### config.mk
export PLATFORM = sky130hd
export DESIGN_NAME = fp_multiplier_pipe
export DESIGN_NICKNAME = d
export VERILOG_FILES = /design/src/rtl/fp_multiplier_pipe.sv
export SDC_FILE = /design/constraint.sdc
export NUM_CORES = 2
export LEC_CHECK = 0
export BUFFER_PORTS_ARGS = -buffer_cell sky130_fd_sc_hd__buf_2
export CAP_MARGIN = 20
export CORE_MARGIN = 3
export CORE_UTILIZATION = 25
export CTS_CLUSTER_DIAMETER = 80
export DETAILED_ROUTE_END_ITERATION = 7
export GPL_ROUTABILITY_DRIVEN = 1
export PLACE_DENSITY = 0.47
export SYNTH_ARGS = -nofsm -noshare
export SYNTH_HDL_FRONTEND = slang
export SYNTH_SLANG_ARGS = --single-unit
### constraint.sdc
create_clock -name clk -period 7.38 [get_ports clk]
set_clock_uncertainty 0.1 [all_clocks]
set_input_delay 1.845 -clock clk [delete_from_list [all_inputs] [get_ports clk]]
set_output_delay 1.845 -clock clk [all_outputs]
set_load 0.01 [all_outputs]
### src/rtl/fp_multiplier_pipe.sv
// Three-stage pipelined IEEE-754-style multiplier: subnormals are read and flushed as zero, five rounding modes.
// Define FPMUL_STICKY_FLAGS_EN to add the sticky_flags/flag_clr accumulator.
module fp_multiplier_pipe #(
  parameter int EXP_WIDTH  = 8,
  parameter int MANT_WIDTH = 23
) (
  input  logic                          clk,
  input  logic                          rst,
  input  logic                          in_valid,
  output logic                          in_ready,
  input  logic [EXP_WIDTH+MANT_WIDTH:0] a,
  input  logic [EXP_WIDTH+MANT_WIDTH:0] b,
  input  logic [2:0]                    rnd_mode,
  output logic                          out_valid,
  input  logic                          out_ready,
  output logic [EXP_WIDTH+MANT_WIDTH:0] product,
  output logic [3:0]                    exception_flags
`ifdef FPMUL_STICKY_FLAGS_EN
  ,
  output logic [3:0]                    sticky_flags,
  input  logic                          flag_clr
`endif
);

  localparam int W  = 1 + EXP_WIDTH + MANT_WIDTH;
  localparam int EW = EXP_WIDTH + 2;
  localparam int PW = 2 * MANT_WIDTH + 2;
  localparam logic [EW-1:0]        BIAS     = EW'((1 << (EXP_WIDTH - 1)) - 1);
  localparam logic [EXP_WIDTH-1:0] EXP_ONES = '1;
  localparam logic [EXP_WIDTH-1:0] EXP_MAX  = {{(EXP_WIDTH-1){1'b1}}, 1'b0};

  typedef enum logic [1:0] {K_NORM, K_ZERO, K_INF, K_NAN} kind_t;

  logic advance;
  assign advance  = !out_valid || out_ready;
  assign in_ready = advance;

  // Operand capture register
  logic         r0_vld;
  logic [W-1:0] r0_a, r0_b;
  logic [2:0]   r0_mode;

  // S1: unpack / classify / exponent sum / mantissa product
  logic [EXP_WIDTH-1:0]  ea, eb;
  logic [MANT_WIDTH-1:0] ma, mb;
  logic a_zero, b_zero, a_inf, b_inf, a_nan, b_nan;
  logic [PW-1:0] sig_a, sig_b, prod_d;
  logic [EW-1:0] exp_sum_d;
  kind_t         kind_d;
  logic          inv_d;

  assign ea     = r0_a[W-2 -: EXP_WIDTH];
  assign eb     = r0_b[W-2 -: EXP_WIDTH];
  assign ma     = r0_a[MANT_WIDTH-1:0];
  assign mb     = r0_b[MANT_WIDTH-1:0];
  assign a_zero = (ea == '0);
  assign b_zero = (eb == '0);
  assign a_inf  = (ea == EXP_ONES) && (ma == '0);
  assign b_inf  = (eb == EXP_ONES) && (mb == '0);
  assign a_nan  = (ea == EXP_ONES) && (ma != '0);
  assign b_nan  = (eb == EXP_ONES) && (mb != '0);

  assign sig_a     = {{(PW-MANT_WIDTH-1){1'b0}}, 1'b1, ma};
  assign sig_b     = {{(PW-MANT_WIDTH-1){1'b0}}, 1'b1, mb};
  assign prod_d    = sig_a * sig_b;
  assign exp_sum_d = {2'b00, ea} + {2'b00, eb} - BIAS;

  always_comb begin
    kind_d = K_NORM;
    inv_d  = 1'b0;
    if (a_nan || b_nan) begin
      kind_d = K_NAN;
      inv_d  = (a_nan && !ma[MANT_WIDTH-1]) || (b_nan && !mb[MANT_WIDTH-1]);
    end else if ((a_inf && b_zero) || (b_inf && a_zero)) begin
      kind_d = K_NAN;
      inv_d  = 1'b1;
    end else if (a_inf || b_inf) begin
      kind_d = K_INF;
    end else if (a_zero || b_zero) begin
      kind_d = K_ZERO;
    end
  end

  logic                  s1_vld, s1_sign, s1_inv;
  kind_t                 s1_kind;
  logic [EW-1:0]         s1_exp;
  logic [PW-1:0]         s1_prod;
  logic [2:0]            s1_mode;

  // S2: normalise the [1,4) significand product, then round
  logic [MANT_WIDTH-1:0] n_mant;
  logic                  n_g, n_s, inc;
  logic [EW-1:0]         n_exp, r_exp;
  logic [MANT_WIDTH:0]   rnd_sum;

  always_comb begin
    n_mant = s1_prod[PW-3 -: MANT_WIDTH];
    n_g    = s1_prod[MANT_WIDTH-1];
    n_s    = |s1_prod[MANT_WIDTH-2:0];
    n_exp  = s1_exp;
    if (s1_prod[PW-1]) begin
      n_mant = s1_prod[PW-2 -: MANT_WIDTH];
      n_g    = s1_prod[MANT_WIDTH];
      n_s    = |s1_prod[MANT_WIDTH-1:0];
      n_exp  = s1_exp + EW'(1);
    end
    case (s1_mode)
      3'b001:  inc = 1'b0;
      3'b010:  inc = s1_sign && (n_g || n_s);
      3'b011:  inc = !s1_sign && (n_g || n_s);
      3'b100:  inc = n_g;
      default: inc = n_g && (n_s || n_mant[0]);
    endcase
  end

  // A carry out of the mantissa leaves it all zeros; only the exponent moves
  assign rnd_sum = {1'b0, n_mant} + {{MANT_WIDTH{1'b0}}, inc};
  assign r_exp   = n_exp + {{(EW-1){1'b0}}, rnd_sum[MANT_WIDTH]};

  logic                  s2_vld, s2_sign, s2_inv, s2_inexact;
  kind_t                 s2_kind;
  logic [EW-1:0]         s2_exp;
  logic [MANT_WIDTH-1:0] s2_mant;
  logic [2:0]            s2_mode;

  // S3: range check, special-value pack, flags
  logic         ovf, unf, use_max;
  logic [W-1:0] p_d;
  logic [3:0]   f_d;

  assign ovf = !s2_exp[EW-1] && (s2_exp >= {2'b00, EXP_ONES});
  assign unf = s2_exp[EW-1] || (s2_exp == '0);

  always_comb begin
    p_d = '0;
    f_d = '0;
    case (s2_mode)
      3'b001:  use_max = 1'b1;
      3'b010:  use_max = !s2_sign;
      3'b011:  use_max = s2_sign;
      default: use_max = 1'b0;
    endcase
    case (s2_kind)
      K_NAN: begin
        p_d = {1'b0, EXP_ONES, 1'b1, {(MANT_WIDTH-1){1'b0}}};
        f_d = {s2_inv, 3'b000};
      end
      K_INF:  p_d = {s2_sign, EXP_ONES, {MANT_WIDTH{1'b0}}};
      K_ZERO: p_d = {s2_sign, {(W-1){1'b0}}};
      default: begin
        if (ovf) begin
          f_d = 4'b0101;
          p_d = use_max ? {s2_sign, EXP_MAX, {MANT_WIDTH{1'b1}}}
                        : {s2_sign, EXP_ONES, {MANT_WIDTH{1'b0}}};
        end else if (unf) begin
          f_d = 4'b0011;
          p_d = {s2_sign, {(W-1){1'b0}}};
        end else begin
          f_d = {3'b000, s2_inexact};
          p_d = {s2_sign, s2_exp[EXP_WIDTH-1:0], s2_mant};
        end
      end
    endcase
  end

  always_ff @(posedge clk or negedge rst) begin
    if (!rst) begin
      r0_vld  <= 1'b0;  r0_a <= '0;  r0_b <= '0;  r0_mode <= '0;
      s1_vld  <= 1'b0;  s1_sign <= 1'b0;  s1_inv <= 1'b0;  s1_kind <= K_NORM;
      s1_exp  <= '0;    s1_prod <= '0;    s1_mode <= '0;
      s2_vld  <= 1'b0;  s2_sign <= 1'b0;  s2_inv <= 1'b0;  s2_inexact <= 1'b0;
      s2_kind <= K_NORM; s2_exp <= '0;    s2_mant <= '0;   s2_mode <= '0;
      out_valid       <= 1'b0;
      product         <= '0;
      exception_flags <= '0;
    end else if (advance) begin
      r0_vld     <= in_valid;
      r0_a       <= a;
      r0_b       <= b;
      r0_mode    <= rnd_mode;
      s1_vld     <= r0_vld;
      s1_sign    <= r0_a[W-1] ^ r0_b[W-1];
      s1_inv     <= inv_d;
      s1_kind    <= kind_d;
      s1_exp     <= exp_sum_d;
      s1_prod    <= prod_d;
      s1_mode    <= r0_mode;
      s2_vld     <= s1_vld;
      s2_sign    <= s1_sign;
      s2_inv     <= s1_inv;
      s2_inexact <= n_g || n_s;
      s2_kind    <= s1_kind;
      s2_exp     <= r_exp;
      s2_mant    <= rnd_sum[MANT_WIDTH-1:0];
      s2_mode    <= s1_mode;
      out_valid  <= s2_vld;
      if (s2_vld) begin
        product         <= p_d;
        exception_flags <= f_d;
      end
    end
  end

`ifdef FPMUL_STICKY_FLAGS_EN
  // A clear coinciding with a handshake keeps only that beat's flags
  always_ff @(posedge clk or negedge rst) begin
    if (!rst)
      sticky_flags <= '0;
    else if (out_valid && out_ready)
      sticky_flags <= flag_clr ? exception_flags : (sticky_flags | exception_flags);
    else if (flag_clr)
      sticky_flags <= '0;
  end
`endif

endmodule
==> results.ini <==
[outcome]
outcome = complete, no violations

[cts]
htree_num_levels = 1
cts-root-buf = clkbuf_16
cts_tree = built
clk_pin_slew_ns = 0.06
cts_hold_buf = 0
clock_path_buffers = 3
clock-sinks = 213
clk_latency_ns = 0.63
cts_buffers = 31

[timing]
setup_tns_ns = 0
rsz0062_at_grt = no
hold_viol = 0
tightestPinTransition_ns = 0.9752
fin_crit_ns = 7.092
max_freq_ghz = 0.1410
finalSetupViolCount = 0
finalCritPeriodShare = 0.9610
relSlewSlack = 0.3439
drv_slew = 0
hold_slack_ns = 0.3674

[worst_setup_path]
startpoint_type = flip-flop
endpoint_kind = flip-flop
critPathKind = flip-flop to flip-flop
crit_chain = buf_12 > and2_1 > fa_1 > fa_1 > inv_1 > fa_1 > fa_1 > inv_1 > fa_1 > fa_1 > inv_1 > fa_1 > inv_1 > ha_1 > and4_1 > nand3_1 > a211o_2 > a31oi_2 > o31a_1 > buf_4 > o211ai_1 > mux2i_1 > nor2_1
arrival_ns = 7.46
slowest_stage = fa_1
required_ns = 7.75
worst_path_most_repeated_cell = fa_1
crit_path_max_fanout = 23
cp_slowest_stage_delay_ns = 0.57

[detailed_routing]
first_iter_violations = 1193
wirelength_um = 88880
drc_errors = 0
ant_nets = 0
vias_per_cell = 4.477
drtPass1Iterations = 5
vias = 21990
wl_per_cell_um = 18.09

[synthesis]
synth.avg_cell_area_um2 = 8.803
syn_inst = 3288
syn_area_um2 = 28940
async_flop_share = 1.000
synth_fp_nets = 4035
synthDistinctLibCells = 76
synth_top_area_share = 0.3341
ys_top_cells_by_count = nand2_1, inv_1, fa_1
synth_top_cell_by_area = fa_1
ys_ff_latch = 213
synth_area_leaders = fa_1, dfrtp_1, ha_1
synth_warnings = 0
yosysSeqAreaShare = 0.1842
synth_edf_count = 0
yosys.cell_count.top_type = nand2_1
ys.flop_type = dfrtp_1

[floorplanning]
die_w_um = 346.3
die_y_um = 346.3
ios = 109
std_cell_rows = 124
start_util = 0.2524
die-area_um2 = 119900
coreArea_um2 = 114700

[final_layout]
drive_above_1_share = 0.09838
stdcell_count = 4912
stdcell_area_um2 = 32860
nets = 4118
syn_to_final_growth_pct = 13.52

[hold_path]
hold_path_class = flip-flop to flip-flop

[placed_design]
port_buffers = 108
dp.cells = 4849
place.gp.congestion = 0.8541
place_area_um2 = 31770
hpwl_um = 70420

[grt]
antenna_found_initial = 11
grtUsageTotal = 0.1490
grt_pass1_wl_um = 139500
grt_overflow_total = 0
grt_start_max_net_pins = 167
grt_pass1_vias = 23270

[flow_run]
cap_violations = 0

## cells in the final DEF, fill, tap and decap left out, drive strengths merged, types with 8 or more instances in the layout
master  count
xor2       31
a21o       29
nor2      114
xnor2      54
nor2b      12
buf       226
o21ai     119
mux2i      19
nor3       19
or2         8
o21a       11
a21oi     126
mux2        8
nand2     634
nand3      22
inv       593
ha        193
nor4       24
a211oi     12
clkbuf     37
clkinv     13
dfrtp     213
nand4      26
and2      255
o31ai      10
fa        483
o21bai     13
## area by class of cell
type,instances,area (um^2)
clock buffer,37,838.3
clock inverter,20,187.7
inverter,591,2227
antenna,5,12.51
sequential,213,5351
tap,1512,1892
fill,12370,81800
timing repair buffer,226,1610
multi-input combinational,2308,20740
## stage by stage
stage                     worst slack [ns]  utilization
final                               0.2877       0.2866
after floorplan                     0.7548            -
after global placement              0.1798       0.2770
after CTS                           0.1277       0.2861
after detailed placement            0.1886       0.2771
after global routing             0.0005578       0.2865
## flip-flops by register name, summed over array words and instances (netlist names), 2 cells and up
| name | count |
|---|---|
| s1_exp | 10 |
| s1_prod | 48 |
| r0_mode | 3 |
| r0_b | 32 |
| r0_a | 32 |
| s1_kind | 2 |
| s2_mode | 3 |
| s2_mant | 23 |
| s1_mode | 3 |
| exception_flags | 4 |
| product | 32 |
| s2_kind | 2 |
| s2_exp | 10 |
## critical path, delay by kind of cell (launching register included)
family	cells	cell delay, ns
multiplexers	1	0.18
buffers and inverters	6	0.57
adder cells (fa/ha/maj)	8	3.95
AO/OA/AOI/OAI	4	1.02
flip-flops	1	0.48
AND/OR/NAND/NOR	4	0.63
## what timing repair did
item | CTS | global route
setup endpoints to repair | 0 | 16
gates resized for setup | 0 | 20
setup buffers | 0 | 1
## final timing paths
path                                        start                       to  slack, ns  cells past startpoint
max                          r0_a[15]$_DFFE_PN0N_  s1_prod[36]$_DFFE_PN0N_       0.29                     23
min                        s1_prod[3]$_DFFE_PN0N_   s1_prod[3]$_DFFE_PN0N_       0.37                      2
max reg2reg                  r0_a[15]$_DFFE_PN0N_  s1_prod[36]$_DFFE_PN0N_       0.29                     23
min reg2reg                s1_prod[3]$_DFFE_PN0N_   s1_prod[3]$_DFFE_PN0N_       0.37                      2
max in group asynchronous                     rst     r0_a[11]$_DFFE_PN0N_       4.69                      2
min in group asynchronous                     rst  product[14]$_DFFE_PN0P_       1.11                      1
## kinds of logic (layout without fill, tap and decap cells)
kind of cell,after synthesis,in the layout,synth area share
and+or+nand+nor,1146,1146,0.1834
buffers and inverters,767,874,0.1000
adders and majority gates,676,676,0.4175
AOI/OAI and AO/OA,374,374,0.07954
DFF,213,213,0.1842
xor gates and xnor gates,85,85,0.02572
muxes,27,27,0.009683
other,0,5,0
## routing by layer
layer / vias up / track usage / share of wire / wire, um
li1: 10220 / - / - / -
met1: 11260 / 0.2042 / 0.45 / 40090
met2: 418 / 0.2524 / 0.48 / 43090
met3: 92 / 0.01664 / 0.040 / 3590
met4: 2 / 0.03410 / 0.024 / 2102
met5: - / 0 / 0.00015 / 13
Power is left out: the tool's default activity adds up to more than one toggle a clock period on the data nets, which glitch-free logic cannot reach.
